--- src/rtl/ocx_tlx_rd_sched_pkg.sv ---
// Shared types and helpers for the TLX data read scheduler.
// Count encoding, flit decode, queue entry layout, arbiter states.
package ocx_tlx_rd_sched_pkg;

  localparam logic [2:0] RD_CNT_1 = 3'b001;
  localparam logic [2:0] RD_CNT_2 = 3'b010;
  localparam logic [2:0] RD_CNT_4 = 3'b100;
  localparam logic [2:0] RD_CNT_8 = 3'b000;

  localparam int TAG_W_MAX = 16;

  typedef struct packed {
    logic [TAG_W_MAX-1:0] tag;
    logic [3:0]           flits;
    logic [3:0]           beats;
    logic                 bad;
  } rd_q_entry_t;

  typedef enum logic {
    GRANT_CMD_PRI  = 1'b0,
    GRANT_RESP_PRI = 1'b1
  } arb_state_t;

  // Zero flags an illegal encoding
  function automatic logic [3:0] flit_decode(input logic [2:0] cnt);
    case (cnt)
      RD_CNT_1: return 4'd1;
      RD_CNT_2: return 4'd2;
      RD_CNT_4: return 4'd4;
      RD_CNT_8: return 4'd8;
      default:  return 4'd0;
    endcase
  endfunction

endpackage

--- src/rtl/ocx_tlx_rd_sched_chan.sv ---
// Per-channel in-flight tag queue, beat counter and done pulse.
// Head entry accumulates beats and BDI; pops on its final beat.
module ocx_tlx_rd_sched_chan
  import ocx_tlx_rd_sched_pkg::*;
#(
  parameter int TAG_W     = 6,
  parameter int TAG_DEPTH = 4
) (
  input  logic             clk,
  input  logic             rst_n,
  input  logic             push,
  input  logic [TAG_W-1:0] push_tag,
  input  logic [3:0]       push_flits,
  input  logic             data_valid,
  input  logic             data_bdi,
  output logic             full,
  output logic             beat_ok,
  output logic             unexp,
  output logic             done,
  output logic [TAG_W-1:0] done_tag,
  output logic             done_bad
);

  localparam int PW = $clog2(TAG_DEPTH);

  rd_q_entry_t   q [TAG_DEPTH];
  rd_q_entry_t   head;
  logic [PW-1:0] wr_ptr;
  logic [PW-1:0] rd_ptr;
  logic [PW:0]   count;
  logic          empty;
  logic          last;
  logic          unused_tag_hi;

  assign head    = q[rd_ptr];
  assign empty   = (count == '0);
  assign full    = (count == (PW+1)'(TAG_DEPTH));
  assign beat_ok = data_valid & ~empty;
  assign unexp   = data_valid & empty;
  assign last    = beat_ok & ((head.beats + 4'd1) == head.flits);

  assign unused_tag_hi = ^head.tag;

  always_ff @(posedge clk or negedge rst_n) begin
    if (!rst_n) begin
      wr_ptr   <= '0;
      rd_ptr   <= '0;
      count    <= '0;
      done     <= 1'b0;
      done_tag <= '0;
      done_bad <= 1'b0;
      for (int i = 0; i < TAG_DEPTH; i++) q[i] <= '0;
    end else begin
      done <= last;
      if (last) begin
        done_tag <= head.tag[TAG_W-1:0];
        done_bad <= head.bad | data_bdi;
      end
      if (beat_ok) begin
        if (last) begin
          rd_ptr <= rd_ptr + PW'(1);
        end else begin
          q[rd_ptr].beats <= head.beats + 4'd1;
          q[rd_ptr].bad   <= head.bad | data_bdi;
        end
      end
      // wr_ptr never aliases a live head: push is blocked when full
      if (push) begin
        q[wr_ptr] <= '{tag:   TAG_W_MAX'(push_tag),
                       flits: push_flits,
                       beats: 4'd0,
                       bad:   1'b0};
        wr_ptr    <= wr_ptr + PW'(1);
      end
      count <= count + (PW+1)'(push) - (PW+1)'(last);
    end
  end

endmodule

--- src/rtl/ocx_tlx_data_rd_sched.sv ---
// AFU-side round-robin read scheduler for TLX cmd/resp data FIFOs.
// Optional perf counters: define OCX_TLX_RD_SCHED_PERF_EN.
module ocx_tlx_data_rd_sched
  import ocx_tlx_rd_sched_pkg::*;
#(
  parameter  int MAX_OUTSTANDING = 16,
  parameter  int TAG_W           = 6,
  parameter  int TAG_DEPTH       = 4,
  localparam int OW              = $clog2(MAX_OUTSTANDING + 1)
) (
  input  logic             tlx_clk,
  input  logic             reset_n,
  input  logic             cmd_need_v,
  input  logic [2:0]       cmd_need_cnt,
  input  logic [TAG_W-1:0] cmd_need_tag,
  output logic             cmd_need_ready,
  input  logic             resp_need_v,
  input  logic [2:0]       resp_need_cnt,
  input  logic [TAG_W-1:0] resp_need_tag,
  output logic             resp_need_ready,
  output logic             afu_tlx_cmd_rd_req,
  output logic [2:0]       afu_tlx_cmd_rd_cnt,
  output logic             afu_tlx_resp_rd_req,
  output logic [2:0]       afu_tlx_resp_rd_cnt,
  input  logic             tlx_afu_cmd_data_valid,
  input  logic             tlx_afu_cmd_data_bdi,
  input  logic             tlx_afu_resp_data_valid,
  input  logic             tlx_afu_resp_data_bdi,
  output logic             cmd_rd_done,
  output logic [TAG_W-1:0] cmd_rd_done_tag,
  output logic             cmd_rd_done_bad,
  output logic             resp_rd_done,
  output logic [TAG_W-1:0] resp_rd_done_tag,
  output logic             resp_rd_done_bad,
`ifdef OCX_TLX_RD_SCHED_PERF_EN
  output logic [31:0]      perf_cmd_beats,
  output logic [31:0]      perf_resp_beats,
  output logic [31:0]      perf_stall_cycles,
`endif
  output logic [OW-1:0]    outstanding,
  output logic             err_unexp_data,
  output logic             err_bad_cnt
);

  arb_state_t    state;
  logic [3:0]    cmd_flits;
  logic [3:0]    resp_flits;
  logic          cmd_legal;
  logic          resp_legal;
  logic [OW-1:0] room;
  logic          cmd_elig;
  logic          resp_elig;
  logic          cmd_full;
  logic          resp_full;
  logic          grant_cmd;
  logic          grant_resp;
  logic          cmd_beat;
  logic          resp_beat;
  logic          cmd_unexp;
  logic          resp_unexp;
  logic [OW-1:0] g_flits;

  assign cmd_flits  = flit_decode(cmd_need_cnt);
  assign resp_flits = flit_decode(resp_need_cnt);
  assign cmd_legal  = |cmd_flits;
  assign resp_legal = |resp_flits;
  assign room       = OW'(MAX_OUTSTANDING) - outstanding;

  assign cmd_elig  = cmd_need_v & cmd_legal & ~cmd_full &
                     (OW'(cmd_flits) <= room);
  assign resp_elig = resp_need_v & resp_legal & ~resp_full &
                     (OW'(resp_flits) <= room);

  assign grant_cmd  = cmd_elig &
                      (~resp_elig | (state == GRANT_CMD_PRI));
  assign grant_resp = resp_elig & ~grant_cmd;

  assign cmd_need_ready  = grant_cmd;
  assign resp_need_ready = grant_resp;

  assign g_flits = grant_cmd  ? OW'(cmd_flits)  :
                   grant_resp ? OW'(resp_flits) : '0;

  ocx_tlx_rd_sched_chan #(
    .TAG_W     (TAG_W),
    .TAG_DEPTH (TAG_DEPTH)
  ) u_cmd_chan (
    .clk        (tlx_clk),
    .rst_n      (reset_n),
    .push       (grant_cmd),
    .push_tag   (cmd_need_tag),
    .push_flits (cmd_flits),
    .data_valid (tlx_afu_cmd_data_valid),
    .data_bdi   (tlx_afu_cmd_data_bdi),
    .full       (cmd_full),
    .beat_ok    (cmd_beat),
    .unexp      (cmd_unexp),
    .done       (cmd_rd_done),
    .done_tag   (cmd_rd_done_tag),
    .done_bad   (cmd_rd_done_bad)
  );

  ocx_tlx_rd_sched_chan #(
    .TAG_W     (TAG_W),
    .TAG_DEPTH (TAG_DEPTH)
  ) u_resp_chan (
    .clk        (tlx_clk),
    .rst_n      (reset_n),
    .push       (grant_resp),
    .push_tag   (resp_need_tag),
    .push_flits (resp_flits),
    .data_valid (tlx_afu_resp_data_valid),
    .data_bdi   (tlx_afu_resp_data_bdi),
    .full       (resp_full),
    .beat_ok    (resp_beat),
    .unexp      (resp_unexp),
    .done       (resp_rd_done),
    .done_tag   (resp_rd_done_tag),
    .done_bad   (resp_rd_done_bad)
  );

  always_ff @(posedge tlx_clk or negedge reset_n) begin
    if (!reset_n) begin
      state               <= GRANT_CMD_PRI;
      afu_tlx_cmd_rd_req  <= 1'b0;
      afu_tlx_cmd_rd_cnt  <= '0;
      afu_tlx_resp_rd_req <= 1'b0;
      afu_tlx_resp_rd_cnt <= '0;
      outstanding         <= '0;
      err_unexp_data      <= 1'b0;
      err_bad_cnt         <= 1'b0;
    end else begin
      if (grant_cmd)       state <= GRANT_RESP_PRI;
      else if (grant_resp) state <= GRANT_CMD_PRI;
      afu_tlx_cmd_rd_req  <= grant_cmd;
      afu_tlx_cmd_rd_cnt  <= grant_cmd ? cmd_need_cnt : '0;
      afu_tlx_resp_rd_req <= grant_resp;
      afu_tlx_resp_rd_cnt <= grant_resp ? resp_need_cnt : '0;
      // Beats only count against a live entry, so this cannot underflow
      outstanding <= outstanding + g_flits
                     - OW'(cmd_beat) - OW'(resp_beat);
      if (cmd_unexp | resp_unexp) err_unexp_data <= 1'b1;
      if ((cmd_need_v & ~cmd_legal) | (resp_need_v & ~resp_legal))
        err_bad_cnt <= 1'b1;
    end
  end

`ifdef OCX_TLX_RD_SCHED_PERF_EN
  logic stall;

  assign stall = ((cmd_need_v & cmd_legal) | (resp_need_v & resp_legal)) &
                 ~(grant_cmd | grant_resp);

  always_ff @(posedge tlx_clk or negedge reset_n) begin
    if (!reset_n) begin
      perf_cmd_beats    <= '0;
      perf_resp_beats   <= '0;
      perf_stall_cycles <= '0;
    end else begin
      perf_cmd_beats    <= perf_cmd_beats + 32'(cmd_beat);
      perf_resp_beats   <= perf_resp_beats + 32'(resp_beat);
      perf_stall_cycles <= perf_stall_cycles + 32'(stall);
    end
  end
`endif

endmodule

--- config.mk ---
export PLATFORM = sky130hd
export DESIGN_NAME = ocx_tlx_data_rd_sched
export DESIGN_NICKNAME = d
export VERILOG_FILES = /design/src/rtl/ocx_tlx_rd_sched_pkg.sv /design/src/rtl/ocx_tlx_rd_sched_chan.sv /design/src/rtl/ocx_tlx_data_rd_sched.sv
export SDC_FILE = /design/constraint.sdc
export NUM_CORES = 1
export LEC_CHECK = 0
export BUFFER_PORTS_ARGS = -buffer_cell sky130_fd_sc_hd__buf_2
export CAP_MARGIN = 0
export CORE_MARGIN = 2
export CORE_UTILIZATION = 45
export CTS_CLUSTER_SIZE = 28
export DETAILED_ROUTE_END_ITERATION = 6
export PLACE_DENSITY = 0.59
export SLEW_MARGIN = 10
export SYNTH_ARGS = -nofsm -noshare
export SYNTH_HDL_FRONTEND = slang
export SYNTH_SLANG_ARGS = --single-unit
--- constraint.sdc ---
create_clock -name tlx_clk -period 7.9 [get_ports tlx_clk]
set_clock_uncertainty 0.15 [all_clocks]
set_input_delay 1.58 -clock tlx_clk [delete_from_list [all_inputs] [get_ports tlx_clk]]
set_output_delay 1.58 -clock tlx_clk [all_outputs]
set_load 0.1 [all_outputs]
==> results_dict.tcl, run 1 <==
set metrics [dict create \
    grt_remaining_overflow 0 \
    max_stage_delay_ns 0.58 \
    viasPerCell 5.33 \
    syn-mean-instance-area_sq_um 13.5 \
    critPathLaunchType "input pin" \
    critPathBufInv 3 \
    grt_first_pass_wirelength_mm 28.1 \
    tns_ns 0 \
    cp-end-kind "output port" \
    die_x_um 139 \
    numPortBuffers 58 \
    finalCritPeriodShare 0.766 \
    maxSlewViolCount 0 \
    cp.required_ns 6.17 \
    post_cts_buffers 0 \
    holdWs_ns 0.341 \
    tightest_slew_ns 1.08 \
    clk-insertion-delay-late_ns 0.42 \
    grtUsageTotal 0.186 \
    drc 0 \
    dieArea_sq_um 19200 \
    power_density_nw_per_um2 489 \
    clk_pin_slew_ns 0.06 \
    arrival_ns 4.32 \
    synthCells 603 \
    fin_util 0.515 \
    yosys.cell_types.count 40 \
    post_cts_resized 0 \
    gp_congestion 0.805 \
    path_cells "buf_2 -> nor3b_1 -> ha_1 -> nor2b_1 -> o21a_1 -> o21a_1 -> o211ai_1 -> o311a_1 -> buf_4 -> buf_2" \
    drive_gt1_frac 0.334 \
    synth_top_area_share 0.509 \
    hold_path.class "register to register" \
    antenna_found_initial 0 \
    synth_area_leaders "dfrtp_1, mux2_2, mux4_2" \
    drt_iter0_markers 316 \
    worstSetupPathType "input pin to output port" \
    status "finished clean" \
    mostFrequentLayoutCell "dfrtp_1" \
    rsz0062_at_grt "no" \
    p_leak_nw 4.24 \
    cap_violations 0 \
    synth-seq-area-share 0.509 \
    via_count 4799 \
    crit_path_top_delay_cell "nor3b_1" \
    ys.warnings.count 0 \
    vdd_drop_max_v 0.000216 \
    antenna_cells 0 \
    final_cell_mix "dfrtp_1, mux2_2, buf_2, nor2_1, ha_1" \
    initial_utilization 0.456 \
    io_pins 59 \
    wl_mm 16.5 \
    final_nets 728 \
    synthToLayoutAreaGrowth_pct 12.8 \
    synth.largest_area_cell "dfrtp_1" \
    drt-pass1-iter-count 4 \
    multiInputGateArea_sq_um 3680 \
    fill_cells 1528 \
    synth_nets 672 \
    grt_max_degree 88 \
    final-setup-viol-count 0 \
    num_rows 49 \
    hpwlAfterDp_mm 11.4 \
    grt_pass1_vias 5245 \
    cp_max_fo 18 \
    slew_headroom 0.282 \
    coreArea_sq_um 17900 \
    ys_ff_latch 166 \
    cts_tree "done" \
    finalCriticalPeriod_ns 6.05 \
    postCtsHoldBufs 0 \
    clock-sinks 166 \
    wl_per_cell_um 18.3 \
    netlist_area_sq_um 8170 \
    htree_levels 4 \
    max_freq_ghz 0.165 \
    fp.dieH_um 139 \
    path_delay_family "compound AO/OA/AOI/OAI gates" \
    clockBufferDepth 2 \
    finalHoldViolCount 0 \
    ant_nets 0 \
    cts_root_buffer "clkbuf_16" \
    cts_buffers 17 \
    seq_area_sq_um 4150 \
]
-- where the power goes --
group | switching (mW) | internal, mW | total (mW)
sequential | 0.264 | 1.24 | 1.51
clock | 0.336 | 0.536 | 0.872
combinational | 1.22 | 0.910 | 2.13
-- tightest hold or removal path, cell delays in order, from the launching register on --
cell,delay (ns)
dfrtp_1,0.35
nand2_1,0.05
o21ai_0,0.06
-- stage by stage --
stage               instance area [sq um]  setup slack, ns  cells  power [mW]
finish                               9210             1.85    900        4.51
global route                         9210             1.65    900        4.84
CTS                                  9210             1.84    900        4.55
detailed placement                   8590             1.84    869        3.67
global placement                     8590             1.96    869        3.58
floorplan                            8170             1.58    603        3.25
-- final cells by class --
class,instances,share of cell area
repair buffers,63,0.0363
inverters,38,0.0155
clock inverters,12,0.0193
flip-flops and latches,166,0.451
clock buffers,19,0.0481
multi-input cells,373,0.399
well taps,229,0.0311
-- flip-flops by register name, indices dropped and copies added, names as in the netlist, 2 cells and up --
signal / cells
u_resp_chan.q: 60
afu_tlx_cmd_rd_cnt: 3
u_cmd_chan.rd_ptr: 2
u_resp_chan.rd_ptr: 2
outstanding: 5
u_resp_chan.done_tag: 6
u_cmd_chan.wr_ptr: 2
u_resp_chan.count: 3
u_resp_chan.wr_ptr: 2
afu_tlx_resp_rd_cnt: 3
u_cmd_chan.count: 3
u_cmd_chan.done_tag: 6
u_cmd_chan.q: 60
-- per-layer routing --
metal | track usage | vias up | wire length (um) | part of all wire
met5 | 0 | - | 0 | 0
met4 | 0.0521 | 0 | 155 | 0.0094
met3 | 0.0356 | 12 | 537 | 0.033
met2 | 0.290 | 75 | 7740 | 0.47
met1 | 0.271 | 2465 | 8060 | 0.49
li1 | - | 2247 | - | -
-- cell families (layout without fill, tap and decap cells) --
family,after synthesis,in the layout,synth area share
flops,166,166,0.509
simple gates,117,117,0.0726
mux,130,130,0.221
xor+xnor,27,27,0.0358
fa+ha+maj,44,44,0.0717
buf+inv,64,132,0.0423
compound gates,55,55,0.0479
-- cell usage after synthesis --
cell	instances
nand2_1	19
and3_1	4
ha_1	38
buf_6	12
and2_1	15
a21oi_1	4
a311oi_1	1
nand3b_1	1
mux4_2	26
a211oi_1	32
inv_1	36
mux4_1	4
o311a_1	1
xnor2_2	1
inv_2	2
a221o_1	2
o211ai_1	1
nand4_1	2
xor2_1	9
nor3b_1	6
nand3_2	4
o21a_1	3
maj3_1	1
buf_2	12
xor3_1	2
and3_4	4
nor2b_1	4
xnor2_1	14
xnor2_4	1
clkbuf_1	2
nor2_1	50
fa_1	5
a22oi_1	1
a21o_1	2
nand3_1	1
o21ai_0	8
mux2_2	92
dfrtp_1	166
nor3_1	7
mux2i_1	8
-- path summary, 6_finish.rpt --
check | depth (start not counted) | slack, ns | from | endpoint
max | 10 | 1.85 | cmd_need_cnt[2] | cmd_need_ready
max reg2reg | 19 | 3.37 | outstanding[0] | outstanding[4]
max in group asynchronous | 2 | 5.01 | reset_n | u_cmd_chan.done_tag[1]
min reg2reg | 2 | 0.34 | u_resp_chan.done_bad | u_resp_chan.done_bad
min in group asynchronous | 1 | 1.03 | reset_n | u_resp_chan.q[26]
min | 2 | 0.34 | u_resp_chan.done_bad | u_resp_chan.done_bad
Note: power is estimated with default switching activity, not from simulation.
==> inputs of run 2 (changes only) <==
==> constraint.sdc (replaced) <==
create_clock -name tlx_clk -period 5.8 [get_ports tlx_clk]
set_clock_uncertainty 0.15 [all_clocks]
set_input_delay 1.16 -clock tlx_clk [delete_from_list [all_inputs] [get_ports tlx_clk]]
set_output_delay 1.16 -clock tlx_clk [all_outputs]
set_load 0.1 [all_outputs]
==> results_dict.tcl, run 2 (synthesized netlist as in run 1, its figures left out) <==
set metrics [dict create \
    status "finished clean" \
    cts_root_buffer "clkbuf_16" \
    finalCriticalPeriod_ns 5.30 \
    p_sw_mw 2.51 \
    clockBufferDepth 2 \
    finalHoldViolCount 0 \
    p_clk_frac 0.187 \
    antenna_cells 0 \
    wl_mm 16.9 \
    grt_pass1_vias 5173 \
    arrival_ns 3.99 \
    mostFrequentLayoutCell "dfrtp_1" \
    final_cell_mix "dfrtp_1, mux2_2, buf_2, nor2_1, ha_1" \
    tns_ns 0 \
    power_density_nw_per_um2 663 \
    tightest_slew_ns 0.918 \
    layout_setup_ws_ns 0.498 \
    io_pins 59 \
    max_stage_delay_ns 0.66 \
    initial_utilization 0.456 \
    post_cts_buffers 0 \
    synthToLayoutAreaGrowth_pct 13.2 \
    cap_violations 0 \
    cp_max_fo 17 \
    vdd_drop_max_v 0.000304 \
    hpwlAfterDp_mm 11.8 \
    maxSlewViolCount 0 \
    grtUsageTotal 0.185 \
    drc 0 \
    via_count 4923 \
    die_x_um 139 \
    internal_power_mw 3.61 \
    use_met1 0.279 \
    grt_first_pass_wirelength_mm 28.0 \
    p_leak_nw 4.27 \
    fill_cells 1532 \
    finalCritPeriodShare 0.914 \
    critPathLaunchType "input pin" \
    cts_tree "done" \
    dieArea_sq_um 19200 \
    ff2ff_setup_slack_ns 1.51 \
    num_rows 49 \
    p_total_mw 6.13 \
    coreArea_sq_um 17900 \
    drive_gt1_frac 0.342 \
    grt_remaining_overflow 0 \
    drt-pass1-iter-count 4 \
    rsz0062_at_grt "no" \
    numPortBuffers 58 \
    antenna_found_initial 0 \
    cp-end-kind "output port" \
    slew_headroom 0.388 \
    cp.required_ns 4.49 \
    max_freq_ghz 0.189 \
    gp_congestion 0.770 \
    wl_per_cell_um 18.6 \
    grt_max_degree 77 \
    biggestRegsByFlops "u_cmd_chan.q x60, u_resp_chan.q x60" \
    viasPerCell 5.43 \
    path_cells "buf_2 -> nor3b_1 -> ha_1 -> nor2b_1 -> o21a_1 -> o21a_1 -> o211ai_1 -> o311a_1 -> buf_4 -> buf_2" \
    final_nets 734 \
    grt-busiest-layer "met1" \
    final-setup-viol-count 0 \
    drt_iter0_markers 262 \
    clk-insertion-delay-late_ns 0.42 \
    post_cts_resized 0 \
    swShare 0.410 \
    fp.dieH_um 139 \
    crit_path_top_delay_cell "nor3b_1" \
    htree_levels 4 \
    grtUsageMet3 0.0390 \
    hold_path.class "register to register" \
    ant_nets 0 \
    p_comb_frac 0.479 \
    worstSetupPathType "input pin to output port" \
    clock-sinks 166 \
    postCtsHoldBufs 0 \
    power_frac_seq 0.334 \
    clk_pin_slew_ns 0.06 \
    grt_util_met2 0.272 \
    place_ws_ns 0.463 \
    cts_buffers 17 \
]
==> run 2: cell count changes in the layout (fill, tap and decap cells not counted), sizes merged <==
cell,delta
bufinv,-2
inv,+2
clkbuf,+1
buf,+6
==> run 2: power by group through the flow <==
| stage | logic, mW | clock network (mW) | registers, mW |
|---|---|---|---|
| final | 2.93 | 1.15 | 2.04 |
| after global routing | 3.20 | 1.23 | 2.11 |
| after CTS | 2.97 | 1.17 | 2.05 |
| after detailed placement | 2.96 | 0 | 2.07 |
| after global placement | 2.86 | 0 | 2.03 |
| after floorplan | 1.99 | 0 | 2.44 |
==> run 2: worst paths after layout <==
check | cells past startpoint | from | endpoint
setup / recovery | 10 | cmd_need_cnt[2] | cmd_need_ready
hold / removal | 2 | u_resp_chan.done_bad | u_resp_chan.done_bad
setup reg to reg | 17 | outstanding[0] | outstanding[4]
hold reg to reg | 2 | u_resp_chan.done_bad | u_resp_chan.done_bad
max in group asynchronous | 2 | reset_n | u_cmd_chan.q[56]
min in group asynchronous | 1 | reset_n | u_resp_chan.q[1]
==> run 2: critical path, delay by kind of cell <==
family	cells	cell delay, ns
buffers and inverters	3	0.81
adder cells (fa/ha/maj)	1	0.37
AO/OA/AOI/OAI	4	0.85
AND/OR/NAND/NOR	2	0.79
==> run 2: final cells by class <==
class | instances | area, sq um | area share
repair buffers | 69 | 379 | 0.0410
flip-flops and latches | 166 | 4150 | 0.449
clock inverters | 12 | 143 | 0.0154
well taps | 229 | 287 | 0.0310
multi-input cells | 373 | 3680 | 0.398
clock buffers | 20 | 467 | 0.0505
inverters | 38 | 143 | 0.0154
==> run 2: through the flow <==
stage,std cells,util,cell area (sq um),hold WS (ns)
4_1_cts,907,0.517,9250,0.338
6_report,907,0.517,9250,0.335
3_3_place_gp,875,0.483,8640,0.313
5_1_grt,907,0.517,9250,0.364
2_1_floorplan,603,-,8170,0.322
3_5_place_dp,875,0.483,8640,0.311
==> run 2: layer usage <==
metal	part of all wire	vias to the layer above
met3	0.034	22
li1	-	2267
met4	0.012	0
met2	0.45	101
met5	0	-
met1	0.50	2533
==> inputs of run 3 (changes only) <==
--- a/config.mk
+++ b/config.mk
@@ -8,10 +8,10 @@
 export BUFFER_PORTS_ARGS = -buffer_cell sky130_fd_sc_hd__buf_2
 export CAP_MARGIN = 0
 export CORE_MARGIN = 2
-export CORE_UTILIZATION = 45
+export CORE_UTILIZATION = 50
 export CTS_CLUSTER_SIZE = 28
 export DETAILED_ROUTE_END_ITERATION = 6
-export PLACE_DENSITY = 0.59
+export PLACE_DENSITY = 0.65
 export SLEW_MARGIN = 10
 export SYNTH_ARGS = -nofsm -noshare
 export SYNTH_HDL_FRONTEND = slang
==> constraint.sdc (replaced) <==
create_clock -name tlx_clk -period 6.2 [get_ports tlx_clk]
set_clock_uncertainty 0.15 [all_clocks]
set_input_delay 1.24 -clock tlx_clk [delete_from_list [all_inputs] [get_ports tlx_clk]]
set_output_delay 1.24 -clock tlx_clk [all_outputs]
set_load 0.1 [all_outputs]
==> results_dict.tcl, run 3 (synthesized netlist as in run 1, its figures left out) <==
set metrics [dict create \
    status "finished clean" \
    grt_first_pass_wirelength_mm 26.8 \
    antenna_cells 0 \
    io_pins 59 \
    final_area_sq_um 9130 \
    swShare 0.410 \
    wl_mm 16.1 \
    p_sw_mw 2.29 \
    cp_max_fo 15 \
    grt_pass1_vias 5129 \
    viasPerCell 5.39 \
    finalCritPeriodShare 0.873 \
    tns_ns 0 \
    drc 0 \
    grt_max_degree 120 \
    p_leak_nw 4.22 \
    p_clk_frac 0.173 \
    wl_per_cell_um 18.1 \
    post_cts_resized 0 \
    maxSlewViolCount 0 \
    power_frac_seq 0.344 \
    mostFrequentLayoutCell "dfrtp_1" \
    cap_violations 0 \
    final-setup-viol-count 0 \
    drive_gt1_frac 0.332 \
    rsz0062_at_grt "no" \
    reg2reg_from "outstanding[0]" \
    place_inst 859 \
    fp.dieH_um 132 \
    hpwlAfterDp_mm 11.2 \
    cts_tree "done" \
    biggestRegsByFlops "u_cmd_chan.q x60, u_resp_chan.q x60" \
    gp_congestion 0.801 \
    dieArea_sq_um 17400 \
    cp-end-kind "output port" \
    drt-pass1-iter-count 4 \
    critPathLaunchType "input pin" \
    antenna_found_initial 1 \
    layout_setup_ws_ns 0.786 \
    num_rows 46 \
    die_x_um 132 \
    holdWs_ns 0.330 \
    arrival_ns 4.02 \
    clockBufferDepth 2 \
    synthToLayoutAreaGrowth_pct 11.8 \
    hold_path.class "register to register" \
    drt_iter0_markers 226 \
    p_comb_frac 0.483 \
    ant_nets 0 \
    cts_buffers 17 \
    htree_levels 4 \
    coreArea_sq_um 15900 \
    finalCriticalPeriod_ns 5.41 \
    clk_pin_slew_ns 0.06 \
    r2r_end "outstanding[4]" \
    stdcell_count 890 \
    r2r_cells 18 \
    via_count 4798 \
    grtUsageTotal 0.198 \
    postCtsHoldBufs 0 \
    holdPathStages 2 \
    post_cts_buffers 0 \
    slew_headroom 0.306 \
    max_freq_ghz 0.185 \
    final_cell_mix "dfrtp_1, mux2_2, buf_2, nor2_1, ha_1" \
    numPortBuffers 58 \
    vdd_drop_max_v 0.000372 \
    internal_power_mw 3.30 \
    cts_root_buffer "clkbuf_16" \
    clk-insertion-delay-late_ns 0.43 \
    endpoint "cmd_need_ready" \
    worstSetupPathType "input pin to output port" \
    grt_remaining_overflow 0 \
    crit_start "cmd_need_cnt[2]" \
    clock-sinks 166 \
    initial_utilization 0.512 \
    finalHoldViolCount 0 \
    place_ws_ns 0.780 \
    ff2ff_setup_slack_ns 1.90 \
    power_density_nw_per_um2 612 \
    tightest_slew_ns 1.04 \
    cp.required_ns 4.81 \
    dpl_cell_area_sq_um 8600 \
    final_nets 731 \
]
-- run 3: changes by cell type in the layout (fill, tap and decap cells not counted), moves of 2 or more --
cell / previous run / this run
clkinv_4: 3 / 0
clkbuf_8: 3 / 1
clkinv_2: 0 / 4
buf_4: 11 / 8
clkbuf_1: 0 / 4
inv_6: 3 / 0
-- run 3: worst min-delay path by stage --
stage | start | end | slack, ns
2_1_floorplan | u_cmd_chan.q[55] | u_cmd_chan.q[55] | 0.32
3_3_place_gp | u_cmd_chan.done_bad | u_cmd_chan.done_bad | 0.31
3_5_place_dp | u_cmd_chan.done_bad | u_cmd_chan.done_bad | 0.32
4_1_cts | u_cmd_chan.done_bad | u_cmd_chan.done_bad | 0.33
5_1_grt | u_cmd_chan.done_tag[3] | u_cmd_chan.done_tag[3] | 0.36
6_report | u_cmd_chan.done_bad | u_cmd_chan.done_bad | 0.33
-- run 3: layer usage --
layer	routed length, um	track usage
met4	178	0.0616
met3	663	0.0557
met2	7430	0.301
met5	13	0
met1	7810	0.280
-- run 3: stage by stage --
stage	total power, mW	util
final	5.59	0.573
after global routing	5.98	0.573
after CTS	5.65	0.573
after detailed placement	4.67	0.539
after global placement	4.55	0.539
after floorplan	4.15	-
-- run 3: worst max-delay path: stages --
cell and delay [ns]:
buf_2 0.15, nor3b_1 0.60, ha_1 0.37, nor2b_1 0.13, o21a_1 0.16, o21a_1 0.16, o211ai_1 0.27, o311a_1 0.28
buf_4 0.21, buf_2 0.45
-- run 3: power by group through the flow --
stage | registers (mW) | clock network [mW] | logic (mW)
2_1_floorplan | 2.28 | 0 | 1.86
3_3_place_gp | 1.92 | 0 | 2.63
3_5_place_dp | 1.95 | 0 | 2.72
4_1_cts | 1.93 | 0.985 | 2.73
5_1_grt | 1.99 | 1.04 | 2.95
6_report | 1.92 | 0.968 | 2.70
-- run 3: area by class of cell --
cell class | count | area (sq um)
clock inverters | 9 | 80.1
clock buffers | 22 | 454
fillers | 1279 | 6810
flip-flops and latches | 166 | 4150
multi-input cells | 373 | 3680
well taps | 216 | 270
inverters | 38 | 143
repair buffers | 66 | 357
